==> config.mk <==
export PLATFORM = sky130hd
export DESIGN_NAME = writeback
export DESIGN_NICKNAME = d
export VERILOG_FILES = /design/src/rtl/writeback_pkg.sv /design/src/rtl/wb_fifo.sv /design/src/rtl/writeback.sv
export SDC_FILE = /design/constraint.sdc
export NUM_CORES = 1
export LEC_CHECK = 0
export BUFFER_PORTS_ARGS = -buffer_cell sky130_fd_sc_hd__buf_2
export CAP_MARGIN = 30
export CORE_MARGIN = 2
export CORE_UTILIZATION = 40
export CTS_CLUSTER_DIAMETER = 100
export DETAILED_ROUTE_END_ITERATION = 10
export PLACE_DENSITY_LB_ADDON = 0.2
export SLEW_MARGIN = 20
export SYNTH_ARGS = -nofsm -noshare
export SYNTH_HDL_FRONTEND = slang
export SYNTH_SLANG_ARGS = --single-unit
export TNS_END_PERCENT = 30
==> constraint.sdc <==
create_clock -name clk -period 12.3 [get_ports clk]
set_input_delay 0 -clock clk [delete_from_list [all_inputs] [get_ports clk]]
set_output_delay 0 -clock clk [all_outputs]
set_load 0.01 [all_outputs]
==> src/rtl/writeback_pkg.sv <==
// Shared sizing and selection encoding for the minuteCore writeback stage.
// Width defaults mirror REG_ADDR_SIZE/REG_DATA_SIZE/WB_FIFO_DEPTH from def_params.v.
package writeback_pkg;

  localparam int REG_ADDR_SIZE = 4;
  localparam int REG_DATA_SIZE = 31;
  localparam int WB_FIFO_DEPTH = 2;

  typedef enum logic [1:0] {
    SEL_IDLE = 2'd0,
    SEL_FIFO = 2'd1,
    SEL_LSU  = 2'd2,
    SEL_ALU  = 2'd3
  } wb_sel_e;

  function automatic logic [31:0] reg_onehot(input logic [REG_ADDR_SIZE:0] idx);
    reg_onehot = 32'd1 << idx;
  endfunction

endpackage

==> src/rtl/wb_fifo.sv <==
// Synchronous FIFO holding ALU results that lost arbitration.
// Supports simultaneous push and pop; depth must be a power of two.
module wb_fifo
  import writeback_pkg::*;
#(
  parameter int WIDTH = 37,
  parameter int DEPTH = WB_FIFO_DEPTH
) (
  input  logic             clk,
  input  logic             reset,
  input  logic             i_push,
  input  logic [WIDTH-1:0] i_push_data,
  input  logic             i_pop,
  output logic [WIDTH-1:0] o_head,
  output logic             o_full,
  output logic             o_empty
);

  localparam int PTR_W = (DEPTH > 1) ? $clog2(DEPTH) : 1;
  localparam int CNT_W = PTR_W + 1;

  logic [WIDTH-1:0] r_mem [DEPTH];
  logic [PTR_W-1:0] r_wptr;
  logic [PTR_W-1:0] r_rptr;
  logic [CNT_W-1:0] r_count;
  logic             w_push;
  logic             w_pop;

  assign o_full  = (r_count == CNT_W'(DEPTH));
  assign o_empty = (r_count == {CNT_W{1'b0}});
  assign o_head  = r_mem[r_rptr];
  assign w_push  = i_push && !o_full;
  assign w_pop   = i_pop && !o_empty;

  // Pointers wrap naturally because DEPTH is a power of two.
  always_ff @(posedge clk or posedge reset) begin
    if (reset) begin
      r_wptr  <= {PTR_W{1'b0}};
      r_rptr  <= {PTR_W{1'b0}};
      r_count <= {CNT_W{1'b0}};
      for (int i = 0; i < DEPTH; i++) begin
        r_mem[i] <= {WIDTH{1'b0}};
      end
    end else begin
      if (w_push) begin
        r_mem[r_wptr] <= i_push_data;
        r_wptr        <= r_wptr + PTR_W'(1);
      end
      if (w_pop) begin
        r_rptr <= r_rptr + PTR_W'(1);
      end
      case ({w_push, w_pop})
        2'b10:   r_count <= r_count + CNT_W'(1);
        2'b01:   r_count <= r_count - CNT_W'(1);
        default: r_count <= r_count;
      endcase
    end
  end

endmodule

==> src/rtl/writeback.sv <==
// Writeback stage: arbitrates ALU/LSU results onto the regfile write port
// and tracks pending destination registers for RAW stall detection.
module writeback
  import writeback_pkg::*;
#(
  parameter int ADDR_W     = REG_ADDR_SIZE + 1,
  parameter int DATA_W     = REG_DATA_SIZE + 1,
  parameter int FIFO_DEPTH = WB_FIFO_DEPTH
) (
  input  logic              clk,
  input  logic              reset,
  input  logic              alu_valid,
  input  logic [ADDR_W-1:0] alu_rd,
  input  logic [DATA_W-1:0] alu_data,
  output logic              alu_ready,
  input  logic              lsu_valid,
  input  logic [ADDR_W-1:0] lsu_rd,
  input  logic [DATA_W-1:0] lsu_data,
  output logic              lsu_ready,
  input  logic              issue_valid,
  input  logic [ADDR_W-1:0] issue_rd,
  output logic [31:0]       busy,
  output logic [ADDR_W-1:0] wr_addr,
  output logic [DATA_W-1:0] wr_data,
  output logic              wr_enable
);

  logic [ADDR_W+DATA_W-1:0] w_head;
  logic                     w_full;
  logic                     w_empty;
  logic                     w_alu_live;
  logic                     w_lsu_live;
  logic                     w_push;
  logic                     w_pop;
  wb_sel_e                  w_sel;
  logic [ADDR_W-1:0]        w_nxt_addr;
  logic [DATA_W-1:0]        w_nxt_data;
  logic [31:0]              w_set;
  logic [31:0]              w_clr;
  logic [ADDR_W-1:0]        r_wr_addr;
  logic [DATA_W-1:0]        r_wr_data;
  logic                     r_wr_enable;
  logic [31:0]              r_busy;

  wb_fifo #(
    .WIDTH (ADDR_W + DATA_W),
    .DEPTH (FIFO_DEPTH)
  ) u_fifo (
    .clk         (clk),
    .reset       (reset),
    .i_push      (w_push),
    .i_push_data ({alu_rd, alu_data}),
    .i_pop       (w_pop),
    .o_head      (w_head),
    .o_full      (w_full),
    .o_empty     (w_empty)
  );

  assign alu_ready = !w_full;
  assign lsu_ready = !w_full;

  // rd == 0 results are handshaken but never reach the FIFO or the write port.
  assign w_alu_live = alu_valid && !w_full && (alu_rd != {ADDR_W{1'b0}});
  assign w_lsu_live = lsu_valid && !w_full && (lsu_rd != {ADDR_W{1'b0}});

  always_comb begin
    w_sel = SEL_IDLE;
    if (w_full) begin
      w_sel = SEL_FIFO;
    end else if (w_lsu_live) begin
      w_sel = SEL_LSU;
    end else if (!w_empty) begin
      w_sel = SEL_FIFO;
    end else if (w_alu_live) begin
      w_sel = SEL_ALU;
    end else begin
      w_sel = SEL_IDLE;
    end
  end

  assign w_pop  = (w_sel == SEL_FIFO);
  assign w_push = w_alu_live && (w_sel != SEL_ALU);

  always_comb begin
    w_nxt_addr = r_wr_addr;
    w_nxt_data = r_wr_data;
    case (w_sel)
      SEL_FIFO: {w_nxt_addr, w_nxt_data} = w_head;
      SEL_LSU:  {w_nxt_addr, w_nxt_data} = {lsu_rd, lsu_data};
      SEL_ALU:  {w_nxt_addr, w_nxt_data} = {alu_rd, alu_data};
      default:  {w_nxt_addr, w_nxt_data} = {r_wr_addr, r_wr_data};
    endcase
  end

  always_ff @(posedge clk or posedge reset) begin
    if (reset) begin
      r_wr_enable <= 1'b0;
      r_wr_addr   <= {ADDR_W{1'b0}};
      r_wr_data   <= {DATA_W{1'b0}};
    end else begin
      r_wr_enable <= (w_sel != SEL_IDLE);
      r_wr_addr   <= w_nxt_addr;
      r_wr_data   <= w_nxt_data;
    end
  end

  // The commit edge clears the bit; a same-edge issue re-sets it (newer writer wins).
  assign w_set = (issue_valid && (issue_rd != {ADDR_W{1'b0}})) ? reg_onehot(issue_rd) : 32'd0;
  assign w_clr = r_wr_enable ? reg_onehot(r_wr_addr) : 32'd0;

  always_ff @(posedge clk or posedge reset) begin
    if (reset) begin
      r_busy <= 32'd0;
    end else begin
      r_busy <= ((r_busy & ~w_clr) | w_set) & 32'hFFFF_FFFE;
    end
  end

  assign busy      = r_busy;
  assign wr_addr   = r_wr_addr;
  assign wr_data   = r_wr_data;
  assign wr_enable = r_wr_enable;

endmodule

==> results of run 1 <==
[path summary, 6_finish.rpt]
path,cells past startpoint,from,slack (ps),end
worst max-delay path,6,u_fifo.r_count[0]$_DFFE_PP0P_,8930,wr_data[16]$_DFFE_PP0P_
worst min-delay path,4,lsu_rd[2],50,wr_addr[2]$_DFFE_PP0P_
worst max register to register,6,u_fifo.r_count[0]$_DFFE_PP0P_,8930,wr_data[16]$_DFFE_PP0P_
worst min register to register,1,u_fifo.r_mem[12]$_DFFE_PP0P_,500,u_fifo.r_mem[12]$_DFFE_PP0P_
max in group asynchronous,4,reset,10720,u_fifo.r_mem[33]$_DFFE_PP0P_
min in group asynchronous,3,reset,310,u_fifo.r_mem[42]$_DFFE_PP0P_
[flip-flops by register name, indices dropped and copies added, names as in the netlist]
signal,flops
busy,31
u_fifo.r_count,2
u_fifo.r_mem,74
u_fifo.r_rptr,1
u_fifo.r_wptr,1
wr_addr,5
wr_data,32
wr_enable,1
[logic make-up (layout without fill, tap and decap cells)]
| group | count (synthesis) | after routing | share of synthesized area [%] |
|---|---|---|---|
| flip-flops | 147 | 147 | 52.0 |
| XOR/XNOR | 5 | 5 | 0.620 |
| multiplexers | 111 | 111 | 18.2 |
| AND/OR/NAND/NOR | 164 | 164 | 12.4 |
| AO/OA/AOI/OAI | 120 | 120 | 12.1 |
| adder cells (fa/ha/maj) | 1 | 1 | 0.177 |
| other | 1 | 1 | 0.0530 |
| buffers and inverters | 58 | 283 | 4.42 |
[per-stage QoR]
step,hold WS [ps],power [µW]
after floorplan,148,1600
after global placement,219,1860
after detailed placement,234,1920
after CTS,28.3,2500
after global routing,42.7,2650
final,48.6,2500
[final cells by class]
type	instances	area, µm²
fillers	1466	7900
flip-flops and latches	147	3680
multi-input cells	402	3090
repair buffers	241	1660
clock buffers	20	457
well taps	225	282
clock inverters	12	179
inverters	10	42.5
[routing by layer]
metal,vias up,track usage [%]
met4,0,8.36
met1,3076,28.5
met3,33,4.11
met5,-,0
met2,213,37.1
li1,2694,-
[repair_timing]
item | 4_1_cts | 5_1_grt
setup buffers | 0 | 0
hold endpoints to repair | 216 | 0
hold buffers | 80 | 0
[worst reg2reg max path, cell delays in order (launching register included)]
cell and delay, ps:
dfrtp_1 440, nand2b_1 450, o211a_4 830, nor3_4 170, inv_2 550, a41oi_1 210, dlygate4sd3_1 600
[cells in the mapped netlist, drive strengths merged, types with 4 or more instances]
library cell  number
clkbuf            32
nor2               5
a32oi              8
nand3b            10
buf               16
mux2i              4
a41oi             25
o21ai             63
nand2             36
o211ai            12
mux2             107
or3b               4
inv               10
nor4              28
nand3             71
dfrtp            147
o31a               4
[power by group through the flow]
stage	clock network, µW	registers, µW	logic (µW)
6_report	551	905	1040
5_1_grt	584	935	1130
4_1_cts	561	902	1040
3_5_place_dp	0	908	1010
3_3_place_gp	0	904	959
2_1_floorplan	0	900	699
==> reports/qor.csv, run 1 <==
metric;value;unit
Initial Util;40.9;%
sequential element share of the synthesized area;52.0;%
register bit total from synthesis;147;
die area;18800;µm²
drt wl/cell;19.3;µm
clock share of power;22.1;%
gr usage total;22.1;%
Vias/cell;5.69;
Detailed Route WL;20400;µm
CTS clock-pin slew for the worst setup and hold paths;60;ps
Finished Cell Area;9390;µm²
H-tree depth;4;
EDFF count, synth;0;
dpl cells;944;
LEAKAGE;0.00399;µW
Synth area leaders;dfrtp_1, mux2_2, nand3_1, o21ai_0, a41oi_1;
largest area contributor in the netlist;dfrtp_1;
DP HPWL;12500;µm
CTS sink count;147;
n_diodes;0;
crit path kind;reg2reg;
die height;137;µm
routed wl met2;10000;µm
Peak VDD IR;142;µV
Hold Fails Final Rpt;0;
WP buf/inv;2;
P&R area growth vs syn;32.9;%
maximum clock insertion buffer count;2;
sequential group share of total power;36.2;%
maxcap violations;0;
Sw Share;35.9;%
top sig layer;met4;
pin count of the biggest net entering global routing;91;
RSZ-0062 raised after global routing;false;
Util after Layout;54.3;%
CP required;12600;ps
kind of end point of the critical path;flip-flop;
Least-Margin Pin Slew;920;ps
final setup margin;8930;ps
Routed Antenna Nets;0;
Rows;48;
Congestion Overflow GR;0;
I/O pin cnt;156;
layout cell share with drive strength beyond 1;38.2;%
Distinct cells, synth;40;
max-slew violations;0;
crit path DAT;3670;ps
Die Wd;137;µm
pre-CTS setup slack;9460;ps
nets;904;
Ys Warns;0;
GPL Wtd Cong;0.772;
Final Setup Violations;0;
DR DRC count;0;
fin cells;1057;
final clock skew;5.49;ps
Crit path largest cell delay;830;ps
via count;6016;
crit-path max FO;68;
PD cells;266;nW/µm²
CTS buffer count;17;
Slowest-stage cell, CP;o211a_4;
final worst path period share;27.4;%
Internal;1600;µW
initial antenna violation count;0;
cell area after synthesis;7070;µm²
status;finished clean;
setup TNS;0;ps
Placed Instance Area;7950;µm²
commonest non-fill, non-tap cells in the layout;buf_2, dfrtp_1, mux2_2;
Sw Pwr;896;µW
CP Cell Sequence;nand2b_1 -> o211a_4 -> nor3_4 -> inv_2 -> a41oi_1 -> dlygate4sd3_1;
most common cell after layout, fill and taps aside;buf_2;
CTS Root Cell;clkbuf_16;
post-synth top area share;52.0;%
synthesized instance count;607;
syn_nets;692;
Most used DFF post-synth;dfrtp_1;
first-pass GRT wire length;32100;µm
Worst-Skew Late Latency;420;ps
met1 wire length;8910;µm
Slew HR;38.7;%
CTS tree;built;
port buffer count;154;
number of global-route vias before repair;6172;
1st-pass router iterations;5;
Post-CTS Resized;0;
Async SR Flop Fraction;100;%
Top delay family on crit path;buffers and inverters;
combinational fraction of design power;41.7;%
Fmax;297;MHz
routed length on met3;1120;µm
Min Clock Period, post-route;3370;ps
CP Launch Type;flip-flop;
Syn Area/Cell;11.6;µm²
core area;17300;µm²
hold crit path type;in2reg;
DR iter-0 viols;290;
Note: power is estimated with default switching activity, not from simulation.
==> run 2, diff against run 1 <==
==> constraint.sdc (replaced) <==
create_clock -name clk -period 2.83 [get_ports clk]
set_input_delay 0 -clock clk [delete_from_list [all_inputs] [get_ports clk]]
set_output_delay 0 -clock clk [all_outputs]
set_load 0.01 [all_outputs]
==> reports/qor.csv, run 2 (synthesis results as in run 1) <==
metric;value;unit;change
crit path launch;alu_rd[0];;
drt wl/cell;19.0;µm;-1.4%
CTS Root Cell;clkbuf_16;;
Routed Antenna Nets;0;;unchanged
CTS clock-pin slew for the worst setup and hold paths;60;ps;about the same
I/O pin cnt;156;;unchanged
commonest non-fill, non-tap cells in the layout;buf_2, dfrtp_1, mux2_2;;
Final Setup Violations;0;;unchanged
max-slew violations;0;;unchanged
die area;18800;µm²;unchanged
status;finished clean;;
1st-pass router iterations;5;;unchanged
Vias/cell;5.66;;-0.54%
first-pass GRT wire length;32000;µm;-0.15%
P&R area growth vs syn;33.2;%;
Die Wd;137;µm;unchanged
crit path DAT;2760;ps;-910 ps
crit path kind;in2reg;;
final clock skew;7.42;ps;+1.93 ps
CTS buffer count;17;;unchanged
DR iter-0 viols;332;;+14%
kind of end point of the critical path;flip-flop;;
Fmax;410;MHz;
layout cell share with drive strength beyond 1;38.8;%;+0.61 points
crit-path max FO;30;;-56%
DP HPWL;12900;µm;+3.1%
Rows;48;;unchanged
LEAKAGE;0.00400;µW;+0.31%
maximum clock insertion buffer count;2;;unchanged
maxcap violations;0;;unchanged
Congestion Overflow GR;0;;unchanged
port buffer count;154;;unchanged
CP required;3150;ps;-9450 ps
nets;909;;+0.55%
RSZ-0062 raised after global routing;false;;
CP Launch Type;primary input;;
via count;6012;;-0.066%
gr usage total;22.2;%;+0.045 points
DR DRC count;0;;unchanged
hold path start;lsu_rd[3];;
PD cells;1150;nW/µm²;+330%
Initial Util;40.9;%;unchanged
Slew HR;42.7;%;+4.0 points
number of global-route vias before repair;6081;;-1.5%
core area;17300;µm²;unchanged
Hold Slack;15.3;ps;-33.3 ps
Worst-Skew Late Latency;420;ps;about the same
Detailed Route WL;20200;µm;-0.90%
Peak VDD IR;526;µV;+270%
GPL Wtd Cong;0.812;;+5.1%
CTS sink count;147;;unchanged
Hold Fails Final Rpt;0;;unchanged
Least-Margin Pin Slew;858;ps;-62.1 ps
Critical R2R Launch;u_fifo.r_count[0]$_DFFE_PP0P_;;
number of setup buffers added after CTS;0;;unchanged
setup TNS;0;ps;unchanged
CTS tree;built;;
Most flops, register;u_fifo.r_mem;;
Min Clock Period, post-route;2440;ps;
n_diodes;0;;unchanged
hold crit path type;in2reg;;
final worst path period share;86.2;%;
initial antenna violation count;0;;unchanged
max reg flops;74;;unchanged
pin count of the biggest net entering global routing;75;;-18%
H-tree depth;4;;unchanged
most common cell after layout, fill and taps aside;buf_2;;
die height;137;µm;unchanged
## run 2: cell count changes in the layout (fill, tap and decap cells not counted), moves of 2 or more
| cell | before | now |
|---|---|---|
| buf_12 | 0 | 2 |
| buf_16 | 2 | 0 |
| buf_4 | 5 | 12 |
| dlygate4sd3_1 | 80 | 78 |
## run 2: final cells by class
type / instances / area, µm²
Fill cell: 1509 / 7880
Clock inverter: 14 / 203
Sequential cell: 147 / 3680
Inverter: 10 / 41.3
Timing Repair Buffer: 246 / 1680
Clock buffer: 18 / 439
Multi-Input combinational cell: 402 / 3090
Tap cell: 225 / 282
## run 2: worst max-delay path: stages
cell,delay (ps)
dlygate4sd3_1,540
buf_2,150
or4_4,590
o211a_4,300
nor3_4,460
inv_2,410
a41oi_1,300
## run 2: what timing repair did
| action | 4_1_cts | 5_1_grt |
|---|---|---|
| hold buffers | 78 | 0 |
| gates resized for setup | 0 | 0 |
| endpoints found under the hold margin | 154 | 0 |
## run 2: stage by stage
step	utilization (%)	total power (µW)	setup slack [ps]	area, µm²	std cells
3_3_place_gp	46.2	8170	549	7990	952
3_5_place_dp	46.2	8360	458	7990	952
4_1_cts	54.4	10900	454	9420	1062
5_1_grt	54.4	11500	234	9420	1062
2_1_floorplan	-	6950	819	7070	607
6_report	54.4	10900	392	9420	1062
## run 2: layer usage
metal  track usage [%]  vias to the layer above  wire length [µm]
li1                  -                     2699                 -
met1              29.6                     3059              8930
met2              36.1                      239              9770
met3              5.22                       15              1350
met4              6.41                        0               184
met5                 0                        -                 0
## run 2: worst paths after layout
| path | slack [ps] | cells after the start | end |
|---|---|---|---|
| min | 20 | 4 | wr_addr[3]$_DFFE_PP0P_ |
| max in group asynchronous | 1590 | 4 | busy[1]$_DFF_PP0_ |
| max | 390 | 7 | wr_data[6]$_DFFE_PP0P_ |
| min in group asynchronous | 260 | 3 | u_fifo.r_mem[42]$_DFFE_PP0P_ |
| min reg2reg | 500 | 1 | u_fifo.r_mem[12]$_DFFE_PP0P_ |
| max reg2reg | 410 | 5 | wr_data[6]$_DFFE_PP0P_ |
## run 2: power by group
part | internal (µW) | switching, µW
registers | 3200 | 710
logic | 2220 | 2300
clock network | 1510 | 928
